`src/rtl/acs_unit.sv`:
```
// ----------------------------------------------------------------------------
// acs_unit
//
// Add-compare-select unit for a rate-1/2, K=3, (7,5) octal Viterbi trellis.
// Each accepted step adds the branch metrics to the four registered path
// metrics, keeps the smaller candidate per next state, and records one
// survivor bit per state. The stored metrics are normalized and saturated.
//
// Optional feature: define ACS_BEST_EN to build the best-state comparator.
// Without it, o_best_state is tied to 0.
//
// Parameters
//   PM_W     path-metric width in bits (5..12)
//   PM_INIT  reset/flush metric for states 1..3
//
// Ports
//   i_clk          clock, rising edge
//   i_rst          synchronous active-high reset
//   i_flush        synchronous trellis restart; overrides i_in_valid
//   i_in_valid     branch metrics are valid this cycle
//   i_bm_00..11    Hamming distance to codeword 00/01/10/11 (0..2)
//   o_dec_valid    decisions / metrics updated by the previous accepted step
//   o_decisions    survivor bit per next state (1 = predecessor p1)
//   o_pm_0..3      registered path metrics
//   o_best_state   index of the smallest registered metric (lowest on ties)
// ----------------------------------------------------------------------------
module acs_unit #(
    parameter int unsigned PM_W    = 6,
    parameter int unsigned PM_INIT = 16
) (
    input  logic            i_clk,
    input  logic            i_rst,
    input  logic            i_flush,
    input  logic            i_in_valid,
    input  logic [1:0]      i_bm_00,
    input  logic [1:0]      i_bm_01,
    input  logic [1:0]      i_bm_10,
    input  logic [1:0]      i_bm_11,
    output logic            o_dec_valid,
    output logic [3:0]      o_decisions,
    output logic [PM_W-1:0] o_pm_0,
    output logic [PM_W-1:0] o_pm_1,
    output logic [PM_W-1:0] o_pm_2,
    output logic [PM_W-1:0] o_pm_3,
    output logic [1:0]      o_best_state
);

    // Candidates carry one extra bit so pm + bm never wraps.
    localparam int unsigned   CW        = PM_W + 1;
    localparam logic [CW-1:0] HALF      = CW'(1) << (PM_W - 1);
    localparam logic [CW-1:0] PM_MAX    = CW'((1 << PM_W) - 1);
    localparam logic [PM_W-1:0] PM_INIT_V = PM_W'(PM_INIT);

    logic [PM_W-1:0] r_pm [4];
    logic [3:0]      r_dec;
    logic            r_dec_valid;

    logic [1:0]      w_bm [4];
    logic [CW-1:0]   w_win [4];
    logic [3:0]      w_sel;
    logic            w_all_hi;
    logic [PM_W-1:0] w_pm_next [4];

    // Branch metrics indexed by codeword value.
    assign w_bm[0] = i_bm_00;
    assign w_bm[1] = i_bm_01;
    assign w_bm[2] = i_bm_10;
    assign w_bm[3] = i_bm_11;

    // Per next state n: p0 = {n[0],0}, p1 = {n[0],1}. The p1 branch always
    // carries the complement of the p0 codeword.
    for (genvar g = 0; g < 4; g++) begin : g_acs
        localparam int P0 = (g % 2) * 2;
        localparam int P1 = P0 + 1;
        localparam int C0 = (g == 0) ? 0 : (g == 1) ? 2 : (g == 2) ? 3 : 1;
        localparam int C1 = 3 - C0;

        logic [CW-1:0] w_cand0;
        logic [CW-1:0] w_cand1;

        assign w_cand0  = CW'(r_pm[P0]) + CW'(w_bm[C0]);
        assign w_cand1  = CW'(r_pm[P1]) + CW'(w_bm[C1]);
        // Strict compare: ties keep p0.
        assign w_sel[g] = (w_cand1 < w_cand0);
        assign w_win[g] = w_sel[g] ? w_cand1 : w_cand0;
    end

    // Normalize only when every survivor is in the upper half, so relative
    // distances between the four metrics are preserved.
    assign w_all_hi = (w_win[0] >= HALF) && (w_win[1] >= HALF) &&
                      (w_win[2] >= HALF) && (w_win[3] >= HALF);

    for (genvar g = 0; g < 4; g++) begin : g_norm
        logic [CW-1:0] w_norm;

        assign w_norm       = w_all_hi ? (w_win[g] - HALF) : w_win[g];
        assign w_pm_next[g] = (w_norm > PM_MAX) ? PM_MAX[PM_W-1:0] : w_norm[PM_W-1:0];
    end

    // rst > flush > in_valid. An idle cycle holds metrics and decisions.
    always_ff @(posedge i_clk) begin
        if (i_rst || i_flush) begin
            r_pm[0]     <= '0;
            r_pm[1]     <= PM_INIT_V;
            r_pm[2]     <= PM_INIT_V;
            r_pm[3]     <= PM_INIT_V;
            r_dec       <= 4'b0000;
            r_dec_valid <= 1'b0;
        end else if (i_in_valid) begin
            for (int i = 0; i < 4; i++) begin
                r_pm[i] <= w_pm_next[i];
            end
            r_dec       <= w_sel;
            r_dec_valid <= 1'b1;
        end else begin
            r_dec_valid <= 1'b0;
        end
    end

    assign o_dec_valid = r_dec_valid;
    assign o_decisions = r_dec;
    assign o_pm_0      = r_pm[0];
    assign o_pm_1      = r_pm[1];
    assign o_pm_2      = r_pm[2];
    assign o_pm_3      = r_pm[3];

`ifdef ACS_BEST_EN
    logic [1:0]      w_best;
    logic [PM_W-1:0] w_best_pm;

    // Strict less-than keeps the lowest index on ties.
    always_comb begin
        w_best    = 2'd0;
        w_best_pm = r_pm[0];
        if (r_pm[1] < w_best_pm) begin
            w_best    = 2'd1;
            w_best_pm = r_pm[1];
        end
        if (r_pm[2] < w_best_pm) begin
            w_best    = 2'd2;
            w_best_pm = r_pm[2];
        end
        if (r_pm[3] < w_best_pm) begin
            w_best    = 2'd3;
            w_best_pm = r_pm[3];
        end
    end

    assign o_best_state = w_best;
`else
    assign o_best_state = 2'b00;
`endif

endmodule

```
`config.mk`:
```
export PLATFORM = sky130hd
export DESIGN_NAME = acs_unit
export DESIGN_NICKNAME = d
export VERILOG_FILES = /design/src/rtl/acs_unit.sv
export SDC_FILE = /design/constraint.sdc
export NUM_CORES = 1
export LEC_CHECK = 0
export CORE_MARGIN = 1.5
export CORE_UTILIZATION = 30
export DETAILED_ROUTE_END_ITERATION = 6
export PLACE_DENSITY = 0.54
export SLEW_MARGIN = 15
export SYNTH_ARGS = -nofsm -noshare
export SYNTH_HDL_FRONTEND = slang
export SYNTH_SLANG_ARGS = --single-unit
export TNS_END_PERCENT = 10
```
`constraint.sdc`:
```
create_clock -name i_clk -period 6.06 [get_ports i_clk]
set_input_delay 0.909 -clock i_clk [delete_from_list [all_inputs] [get_ports i_clk]]
set_output_delay 0.909 -clock i_clk [all_outputs]
set_load 0.05 [all_outputs]
```
==> metrics.txt, run 1 <==
WL/cell 16.8 um; first-pass GRT wire length 19,400 um; CTS max path bufs 2; Post-CTS Hold Fix Bufs 0; Rows 42; Clock H-tree levels 2; Tcrit/Tclk final 87.9%; most common cell after layout, fill and taps aside nand2_1; PortBufs 40; DRT Pass-1 Iters 5; vias post-DR 3,808; die extent in y 120 um; fin crit period 5320 ps; Synth warnings 0; Crit path required time 6150 ps; most frequent cells in the layout nand2_1, ha_1, clkdlybuf4s50_1; static leakage 1.88 nW; crit-path max FO 12; area delta synth->final 16.0%; Post CTS Setup Buffer Count 0; RePlAce Congestion 0.860; Rel. slew slack 36.7%; CTS tree yes; Slew Limit Fails 0; top cell type by total area after synthesis edfxtp_1; Gate Count Post-Synth 490; syn avg cell area 8.33 sq um; CTS root buf clkbuf_16; initial core utilization 30.8%; final hold vios 0; sequential share of the synthesized area 20.1%; Final Power 995 uW; total CTS buffers 5; EDFF count, synth 24; total grt overflow 0; RSZ-0062 raised after global routing no; vias in the first global route 3,828; clock skew 4.60 ps; dominant synthesized flop cell edfxtp_1; post-synth top area share 17.7%; Antenna diodes 0; clock-pin slew on the worst setup and hold paths 50 ps; CP Launch Type input port; initial antenna violation count 0; CTS resizes 0; distinct cell type count after synthesis 62; Max Clk Rate 188 MHz; die area 0.0143 sq mm; flop2flop setup slack 1400 ps; Worst VDD drop 0.000136 V; status complete, no violations; worst path bufs/invs 3; final wirelength 11,600 um; Post-DP HPWL 9130 um; endpoints failing setup 0; CTS sink cnt 29; Final Net Count 581; Least-Margin Pin Slew 948 ps; GRT Total Usage 16.7%; final antenna-violating net count 0; Cell Chain, Critical Path clkdlybuf4s50_1, ha_1, a21oi_1, or3_1, and2_1, ha_1, nor3_1, nand2_1, o21ai_2, buf_4, mux2_2, ha_1, o311ai_0, o211a_1, buf_4, a211oi_1, nor4_1; setup TNS 0 ps; Crit path max-delay family simple AND/OR/NAND/NOR gates; I/O pins 43; CORE AREA 0.0132 sq mm; Synth area leaders edfxtp_1, ha_1, nand2_1; Hold WC Path Type reg2reg; most used cell along the critical path ha_1; Mapped Area 0.00408 sq mm; routed vias/inst 5.49; largest net degree at the start of global routing 27; Skew-Pair Late Insertion Delay 270 ps; layout cells sized above 1 6.56%; max cap viols 0; Crit-path slowest cell clkdlybuf4s50_1; WS Path Type in2reg; DR iter-0 viols 189; Worst Path Arrival 5410 ps; DRC 0; Worst path max stage delay 550 ps; endpoint type of the worst setup path register; PwrDens 210 mW/mm^2; fraction of registers with async set or reset after synthesis 0%; Seq cells post-synth 29; Die Span X 120 um
-- where the power goes --
group / internal [mW] / total (mW) / switching, mW
combinational: 0.185 / 0.505 / 0.320
clock: 0.148 / 0.230 / 0.0816
sequential: 0.231 / 0.261 / 0.0301
-- state kept, by name (all words and copies together) (netlist names) --
| name | flops |
|---|---|
| o_dec_valid | 1 |
| o_decisions | 4 |
| r_pm | 24 |
-- kinds of logic after synthesis --
kind of cell	share of synthesized area, %
DFF	20.1
adders and majority gates	17.4
and+or+nand+nor	22.9
other	0.0919
xor gates and xnor gates	6.62
muxes	6.93
buffers and inverters	6.87
AOI/OAI and AO/OA	19.1
-- path summary, 6_finish.rpt --
path | start | cells after the start | to
min reg2reg | o_decisions[0] | 2 | o_decisions[0]
max reg2reg | r_pm[2][0] | 16 | r_pm[0][3]
min | o_decisions[0] | 2 | o_decisions[0]
max | i_bm_01[1] | 17 | r_pm[0][3]
-- worst min-delay path: cells and delay by family (launching register included) --
| kind | cells | cell delay, ps |
|---|---|---|
| flops | 1 | 330 |
| simple gates | 1 | 50 |
| compound gates | 1 | 60 |
-- metal layers --
| layer | track usage, % | share of wire, % | vias up |
|---|---|---|---|
| li1 | - | - | 1883 |
| met3 | 1.19 | 4.9 | 8 |
| met1 | 22.9 | 46 | 1810 |
| met2 | 28.8 | 48 | 107 |
| met4 | 3.72 | 1.2 | 0 |
| met5 | 0 | 0 | - |
-- synthesized netlist by cell type, types with 3 or more instances --
cell and count:
a211oi_1 9, a21boi_0 3, a21o_1 4, a21oi_1 28
a31oi_1 8, and2_1 3, and3_1 8, and4_1 3
buf_2 7, buf_4 5, buf_6 4, clkbuf_1 12
dfxtp_1 5, edfxtp_1 24, fa_1 8, ha_1 44
inv_1 29, mux2_2 6, mux2_4 3, mux2i_1 17
nand2_1 47, nand2b_1 6, nand3_1 28, nand4_1 5
nor2_1 10, nor2b_1 4, nor3_1 27, nor4_1 22
o211ai_1 3, o21a_1 3, o21ai_0 35, o2bb2ai_1 3
o31ai_1 3, o41ai_1 3, or3_1 3, xnor2_1 14
xor2_1 15
-- stage by stage --
step	utilization [%]	setup slack, ps	hold WS (ps)	cell area, sq um	instances
after CTS	35.8	738	482	4740	694
after detailed placement	34.7	476	464	4600	686
after global placement	34.7	487	444	4600	686
final	35.8	736	478	4740	694
after global routing	35.8	390	500	4740	694
after floorplan	-	1490	674	4090	491
-- area by class of cell --
type | count | area, sq um
well taps | 176 | 220
fillers | 1392 | 8510
inverters | 30 | 113
clock inverters | 3 | 12.5
repair buffers | 48 | 460
flip-flops and latches | 29 | 821
multi-input cells | 403 | 2980
clock buffers | 5 | 125
Note: power is estimated with default switching activity, not from simulation.
==> run 2, diff against run 1 <==
--- a/config.mk
+++ b/config.mk
@@ -6,9 +6,10 @@
 export NUM_CORES = 1
 export LEC_CHECK = 0
 export CORE_MARGIN = 1.5
-export CORE_UTILIZATION = 30
+export CORE_UTILIZATION = 41
+export CTS_BUF_LIST = sky130_fd_sc_hd__clkbuf_4 sky130_fd_sc_hd__clkbuf_8
 export DETAILED_ROUTE_END_ITERATION = 6
-export PLACE_DENSITY = 0.54
+export PLACE_DENSITY = 0.67
 export SLEW_MARGIN = 15
 export SYNTH_ARGS = -nofsm -noshare
 export SYNTH_HDL_FRONTEND = slang
==> run 2 against run 1 <==
Count of clock-buffer cells in the layout grew 3. Critical path depth unchanged. Worst setup slack better by 150 ps. Via count up 1.4%. Flip-flop and latch count unchanged. Fmax rose by 2.8%. Clock skew grew 2.0 ps. Critical endpoint unchanged.
==> metrics.txt, run 2 (synthesized netlist as in run 1, its figures left out) <==
clock skew 6.57 ps; final antenna-violating net count 0; final wirelength 11,400 um; CTS max path bufs 2; Largest register FFs 24; CTS resizes 0; Rel. slew slack 37.6%; Cell Chain, Critical Path clkdlybuf4s50_1, ha_1, a21oi_1, nor2_1, xnor2_1, inv_1, ha_1, nor3_1, nand2_1, o21ai_2, mux2_2, ha_1, o311ai_0, o211a_1, buf_4, a211oi_1, nor4_1; Worst Setup Slack post-DPL 600 ps; largest register by flop count r_pm; layout cells sized above 1 6.95%; setup TNS 0 ps; total CTS buffers 5; GR Util met2 36.5%; endpoints failing setup 0; Clock H-tree levels 2; Least-Margin Pin Slew 935 ps; Worst path max stage delay 610 ps; routed vias/inst 5.93; Max Clk Rate 193 MHz; met1 Use GR 32.0%; Post-DP HPWL 8880 um; DR iter-0 viols 223; most frequent cells in the layout nand2_1, ha_1, clkdlybuf4s50_1; die extent in y 103 um; Antenna diodes 0; CTS sink cnt 29; max cap viols 0; Crit-path slowest cell clkdlybuf4s50_1; die area 0.0106 sq mm; Worst VDD drop 0.0000844 V; Rows 36; Hold WC Path Type reg2reg; vias post-DR 3,862; most used cell along the critical path ha_1; RePlAce Congestion 0.841; Tcrit/Tclk final 85.4%; Slew Limit Fails 0; endpoint type of the worst setup path register; CTS root buf clkbuf_8; Worst Path Arrival 5270 ps; met3 GRT Util 4.00%; GR peak layer met2; DRC 0; Skew-Pair Late Insertion Delay 290 ps; Crit path required time 6160 ps; Post-CTS Hold Fix Bufs 0; largest net degree at the start of global routing 27; crit-path max FO 11; Final Net Count 581; DRT Pass-1 Iters 7; most common cell after layout, fill and taps aside nand2_1; CTS tree yes; fin worst setup slack 883 ps; GRT Total Usage 22.5%; fin crit period 5180 ps; static leakage 1.86 nW; total grt overflow 0; vias in the first global route 3,509; WL/cell 17.5 um; Post CTS Setup Buffer Count 0; Die Span X 103 um; CP Launch Type input port; area delta synth->final 13.7%; initial core utilization 41.9%; first-pass GRT wire length 18,400 um; status complete, no violations; PwrDens 204 mW/mm^2; I/O pins 43; clock-pin slew on the worst setup and hold paths 70 ps; PortBufs 40; RSZ-0062 raised after global routing no; WS Path Type in2reg; final hold vios 0; initial antenna violation count 0; CORE AREA 0.00973 sq mm
[run 2: cell count changes in the layout (fill, tap and decap cells not counted)]
| cell | previous run | this run |
|---|---|---|
| clkbuf_8 | 0 | 6 |
| clkbuf_16 | 5 | 0 |
| clkbuf_4 | 0 | 2 |
| clkinv_1 | 3 | 1 |
| clkinv_2 | 1 | 0 |
[run 2: worst max-delay path, delay by kind of cell]
family                     cells  cell delay [ps]
xor gates and xnor gates       1              210
adders and majority gates      3              740
muxes                          1              430
buffers and inverters          3              930
AOI/OAI and AO/OA              5             1250
and+or+nand+nor                4              820
[run 2: metal layers]
| layer | share of wire, % | wire (um) | vias up |
|---|---|---|---|
| met5 | 0 | 0 | - |
| met4 | 0.99 | 113 | 0 |
| met3 | 5.4 | 622 | 13 |
| met2 | 46 | 5270 | 125 |
| met1 | 47 | 5410 | 1842 |
| li1 | - | - | 1882 |
[run 2: area by class of cell]
cell class	count	area, sq um
Timing Repair Buffer	48	460
Multi-Input combinational cell	403	2980
Fill cell	974	5090
Clock buffer	8	97.6
Sequential cell	29	821
Tap cell	133	166
Inverter	30	113
[run 2: final timing paths]
| check | startpoint | end | slack, ps | depth (start not counted) |
|---|---|---|---|---|
| hold reg to reg | o_decisions[0] | o_decisions[0] | 470 | 2 |
| setup / recovery | i_bm_10[1] | r_pm[0][3] | 880 | 17 |
| hold / removal | o_decisions[0] | o_decisions[0] | 470 | 2 |
| setup reg to reg | r_pm[2][2] | r_pm[0][3] | 1520 | 14 |
[run 2: power breakdown]
| group | total, mW | switching (mW) | internal [mW] |
|---|---|---|---|
| clock | 0.179 | 0.0775 | 0.101 |
| combinational | 0.507 | 0.321 | 0.186 |
| sequential | 0.259 | 0.0291 | 0.230 |
[run 2: metrics by stage]
| stage | util, % | area [sq um] | total power, mW | cells | hold WS [ps] |
|---|---|---|---|---|---|
| after global routing | 47.7 | 4640 | 1.01 | 651 | 504 |
| after global placement | 46.7 | 4540 | 0.753 | 643 | 448 |
| after CTS | 47.7 | 4640 | 0.942 | 651 | 475 |
| after detailed placement | 46.7 | 4540 | 0.762 | 643 | 455 |
| after floorplan | - | 4090 | 0.630 | 491 | 674 |
| final | 47.7 | 4640 | 0.946 | 651 | 473 |
